`config.mk`:
```
export PLATFORM = sky130hd
export DESIGN_NAME = id_exe_reg
export DESIGN_NICKNAME = d
export VERILOG_FILES = /design/src/rtl/id_exe_reg.sv
export SDC_FILE = /design/constraint.sdc
export NUM_CORES = 1
export LEC_CHECK = 0
export CAP_MARGIN = 20
export CORE_AREA = 2 2 151 153
export CTS_BUF_LIST = sky130_fd_sc_hd__clkbuf_8
export DETAILED_ROUTE_END_ITERATION = 8
export DIE_AREA = 0 0 153 155
export PLACE_DENSITY = 0.78
export SKIP_CTS_REPAIR_TIMING = 1
export SYNTH_ARGS = -nofsm -noshare
export SYNTH_HDL_FRONTEND = slang
export SYNTH_SLANG_ARGS = --single-unit
```
`constraint.sdc`:
```
create_clock -name clock -period 3.05 [get_ports clock]
set_input_delay 0.61 -clock clock [delete_from_list [all_inputs] [get_ports clock]]
set_output_delay 0.61 -clock clock [all_outputs]
set_load 0.02 [all_outputs]
```
`src/rtl/id_exe_reg.sv`:
```
// ID/EXE pipeline register: latches the decode control word and the operand,
// immediate and PC+4 data paths for the EXE stage, produces the ebubble/ewreg/
// em2reg/ern feedback used by the control unit, and keeps saturating stall,
// bubble and issue performance counters.
module id_exe_reg #(
  parameter int unsigned CNT_W = 32
) (
  input  logic             clock,
  input  logic             resetn,
  input  logic             dwreg,
  input  logic             dm2reg,
  input  logic             dwmem,
  input  logic [3:0]       daluc,
  input  logic             daluimm,
  input  logic             dshift,
  input  logic             djal,
  input  logic [1:0]       dpcsource,
  input  logic             wpcir,
  input  logic [31:0]      da,
  input  logic [31:0]      db,
  input  logic [31:0]      dimm,
  input  logic [4:0]       drn,
  input  logic [31:0]      dpc4,
  input  logic             cnt_clr,
  output logic             ewreg,
  output logic             em2reg,
  output logic             ewmem,
  output logic             ejal,
  output logic             ealuimm,
  output logic             eshift,
  output logic [3:0]       ealuc,
  output logic [31:0]      ea,
  output logic [31:0]      eb,
  output logic [31:0]      eimm,
  output logic [31:0]      epc4,
  output logic [4:0]       ern,
  output logic             ebubble,
  output logic             evalid,
  output logic [CNT_W-1:0] stall_cnt,
  output logic [CNT_W-1:0] bubble_cnt,
  output logic [CNT_W-1:0] issue_cnt
);

  logic             wreg_q, m2reg_q, wmem_q, jal_q, aluimm_q, shift_q;
  logic             wreg_d, m2reg_d, wmem_d, jal_d, aluimm_d, shift_d;
  logic [3:0]       aluc_q, aluc_d;
  logic [31:0]      a_q, b_q, imm_q, pc4_q;
  logic [4:0]       rn_q;
  logic             bubble_q, bubble_d;
  logic             valid_q, valid_d;
  logic [CNT_W-1:0] stall_q, stall_d;
  logic [CNT_W-1:0] bub_cnt_q, bub_cnt_d;
  logic [CNT_W-1:0] issue_q, issue_d;

  // Saturating increment: holds at all-ones instead of wrapping.
  function automatic logic [CNT_W-1:0] sat_inc(input logic [CNT_W-1:0] v);
    return (v == '1) ? v : v + 1'b1;
  endfunction

  // Next-state for the control word, bubble/valid flags and counters.
  always_comb begin
    wreg_d   = dwreg   & wpcir;
    m2reg_d  = dm2reg  & wpcir;
    wmem_d   = dwmem   & wpcir;
    jal_d    = djal    & wpcir;
    aluimm_d = daluimm & wpcir;
    shift_d  = dshift  & wpcir;
    aluc_d   = wpcir ? daluc : '0;
    bubble_d = (dpcsource != 2'b00) & wpcir;
    valid_d  = wpcir & ~bubble_q;
    stall_d   = stall_q;
    bub_cnt_d = bub_cnt_q;
    issue_d   = issue_q;
    if (cnt_clr) begin
      stall_d   = '0;
      bub_cnt_d = '0;
      issue_d   = '0;
    end else begin
      if (!wpcir)             stall_d   = sat_inc(stall_q);
      if (bubble_q)           bub_cnt_d = sat_inc(bub_cnt_q);
      if (wpcir && !bubble_q) issue_d   = sat_inc(issue_q);
    end
  end

  // Pipeline register state; loads every edge, cleared asynchronously.
  always_ff @(posedge clock or negedge resetn) begin
    if (!resetn) begin
      wreg_q    <= 1'b0;
      m2reg_q   <= 1'b0;
      wmem_q    <= 1'b0;
      jal_q     <= 1'b0;
      aluimm_q  <= 1'b0;
      shift_q   <= 1'b0;
      aluc_q    <= '0;
      a_q       <= '0;
      b_q       <= '0;
      imm_q     <= '0;
      pc4_q     <= '0;
      rn_q      <= '0;
      bubble_q  <= 1'b0;
      valid_q   <= 1'b0;
      stall_q   <= '0;
      bub_cnt_q <= '0;
      issue_q   <= '0;
    end else begin
      wreg_q    <= wreg_d;
      m2reg_q   <= m2reg_d;
      wmem_q    <= wmem_d;
      jal_q     <= jal_d;
      aluimm_q  <= aluimm_d;
      shift_q   <= shift_d;
      aluc_q    <= aluc_d;
      a_q       <= da;
      b_q       <= db;
      imm_q     <= dimm;
      pc4_q     <= dpc4;
      rn_q      <= drn;
      bubble_q  <= bubble_d;
      valid_q   <= valid_d;
      stall_q   <= stall_d;
      bub_cnt_q <= bub_cnt_d;
      issue_q   <= issue_d;
    end
  end

  assign ewreg      = wreg_q;
  assign em2reg     = m2reg_q;
  assign ewmem      = wmem_q;
  assign ejal       = jal_q;
  assign ealuimm    = aluimm_q;
  assign eshift     = shift_q;
  assign ealuc      = aluc_q;
  assign ea         = a_q;
  assign eb         = b_q;
  assign eimm       = imm_q;
  assign epc4       = pc4_q;
  // jal links into r31 regardless of the decoded destination.
  assign ern        = jal_q ? 5'd31 : rn_q;
  assign ebubble    = bubble_q;
  assign evalid     = valid_q;
  assign stall_cnt  = stall_q;
  assign bubble_cnt = bub_cnt_q;
  assign issue_cnt  = issue_q;

endmodule

```
==> flow_summary.yaml <==
sta:
  fin_worst_skew_ps: 24.2
  relSlewSlack: 0.362
  fmax_ghz: 0.376
  fin_crit_sh: 0.871
  fin_tns_setup_ps: 0
  rsz0062_at_grt: "no"
  slew_violations: 0
  report.final.hold_viol_count: 0
  setup-violations-final: 0
  fin_crit_ps: 2660
  worstMarginPinSlew_ps: 949
cells_and_area:
  fin_util: 0.636
  synthToLayoutAreaGrowth_pct: 56.7
  layout_commonest_cell: "clkdlybuf4s50_1"
  antenna_cells: 0
  drive_above_1_share: 0.0874
  layout_common_cells: "clkdlybuf4s50_1, dfrtp_1, a21oi_1, clkbuf_8, nor2_1"
  layout.nets: 1311
power:
  power_mw: 6.87
  powerDensity_nw_per_um2: 486
  p_leak_nw: 5.72
  peakVddDrop_mv: 0.481
synthesis:
  syn_inst: 736
  syn-num-nets: 888
  syn_area_per_cell_sq_um: 12.3
  ys_types: 52
  synth_top_area_share: 0.668
  synth_area_leaders: "dfrtp_1, a21oi_1, xnor2_1, nand4_1, or3_1"
  synthArstFlopShare: 1.00
  synth-seq-cells: 241
  yosysSeqAreaShare: 0.668
  synth-edff-count: 0
  synth_flop_cell: "dfrtp_1"
  ys.warnings.count: 0
  syn-cell-area_sq_um: 9030
  yosys.area.top_type: "dfrtp_1"
worst_hold_path:
  min_path_type: "primary input to asynchronous set/reset pin"
floorplan:
  io-pin-count: 390
  rows: 55
  die-area_sq_um: 23700
  core_area_sq_um: 22200
  fp.dieW_microns: 153
  die_y_microns: 155
  start_util: 0.406
critical_path:
  max_stage_delay_ps: 950
  r2r_cells: 5
  worstSetupEndpointType: "flop"
  reg2reg_slack_ps: 390
  worstPathArrival_ps: 3100
  path_cells: "nand4_1, nand4bb_1, o31ai_1, o21ai_0, a21oi_1"
  r2r_start: "issue_cnt[20]"
  critPathKind: "flop to flop"
  start_kind: "flop"
  required_ps: 3500
  critPathMaxFanout: 11
  r2r-end: "issue_cnt[10]"
  cp_slowest_cell: "o31ai_1"
status:
  status: "completed"
global_routing:
  grtUsageTotal: 0.224
  grt_first_pass_wirelength_mm: 42.1
  grt_max_degree: 81
  antenna_found_initial: 2
  grt_remaining_overflow: 0
  grt_pass1_vias: 7634
route:
  antenna_left: 0
  vias_per_cell: 5.15
  drc: 0
  vias: 7601
  wl_per_cell_microns: 18.3
  first_pass_iters: 7
  drt-total-wl_mm: 27.1
  drtIter0Drc: 295
clocking:
  cts_tree: "yes"
  clock_path_buffers: 3
  htreeDepth: 2
  clock_sinks: 241
  clk_latency_ps: 530
  path_clk_slew_ps: 60
  cts_buffers: 40
  clockRootBuffer: "clkbuf_8"
flow_run:
  cap_violations: 0
place:
  gp_congestion: 0.863
  hpwl_mm: 20.1
  io_buffers: 389
worst max-delay path by stage:
stage | start | end | cells past startpoint
final | issue_cnt[20] | issue_cnt[10] | 5
after global routing | issue_cnt[20] | issue_cnt[10] | 5
after CTS | issue_cnt[20] | issue_cnt[10] | 5
after detailed placement | wpcir | issue_cnt[23] | 8
after global placement | wpcir | issue_cnt[31] | 8
after floorplan | bubble_cnt[0] | bubble_cnt[30] | 8
critical path, delay by kind of cell, from the launching register on:
| kind | cells | cell delay, ps |
|---|---|---|
| DFF | 1 | 440 |
| and+or+nand+nor | 2 | 770 |
| AOI/OAI and AO/OA | 3 | 1360 |
report_power, final:
group | leakage (nW) | switching, mW | internal (mW)
Combinational | 2.19 | 0.335 | 0.373
Sequential | 3.04 | 0.0424 | 3.30
Clock | 0.480 | 1.26 | 1.56
Total | 5.72 | 1.64 | 5.23
cells by family after synthesis:
kind of cell	count (synthesis)	synth area share
adder cells (fa/ha/maj)	3	0.00416
multiplexers	7	0.00846
buffers and inverters	37	0.0169
flip-flops	241	0.668
AO/OA/AOI/OAI	129	0.0887
AND/OR/NAND/NOR	279	0.175
XOR/XNOR	40	0.0388
state kept, by name, summed over array words and instances, names as in the netlist:
register    count
stall_cnt      32
epc4           32
eshift          1
eimm           32
ejal            1
ebubble         1
ea             32
em2reg          1
ewmem           1
bubble_cnt     32
evalid          1
issue_cnt      32
ealuimm         1
rn_q            5
eb             32
ewreg           1
ealuc           4
cell usage after synthesis (all sizes together), types with 2 or more instances:
library cell and number:
a2111oi 3, dfrtp 241, buf 6, o21ai 27, o21ba 2, nor3 10
nor4 15, and2 16, and3 9, inv 11, a211oi 8, ha 3
nand3 20, xor2 10, or4 19, mux2 5, xnor2 30, a21oi 55
o31a 3, nor2b 6, or2 9, nand4 36, or3 32, and4 10
o31ai 18, o311ai 4, nor2 52, nand2 39, a31o 2, mux2i 2
clkbuf 20
metrics by stage:
stage	std cells	instance area (sq um)	hold slack (ps)	setup WS (ps)
finish	1475	14100	54.4	393
global placement	1402	13300	552	177
detailed placement	1402	13300	569	86.7
CTS	1475	14100	74.1	408
floorplan	736	9030	314	613
global route	1475	14100	81.3	30.5
cell type report:
| class | instances | area, sq um |
|---|---|---|
| well taps | 285 | 357 |
| clock inverters | 20 | 86.3 |
| multi-input cells | 458 | 2840 |
| fillers | 1745 | 8090 |
| repair buffers | 407 | 4050 |
| inverters | 11 | 41.3 |
| clock buffers | 53 | 729 |
| flip-flops and latches | 241 | 6030 |
layer usage:
| layer | global-route usage | routed length, microns |
|---|---|---|
| met3 | 0.0735 | 2230 |
| met2 | 0.387 | 13800 |
| met1 | 0.263 | 10000 |
| met4 | 0.0838 | 966 |
| met5 | 0 | 11 |
(Power assumes the default switching activity.)
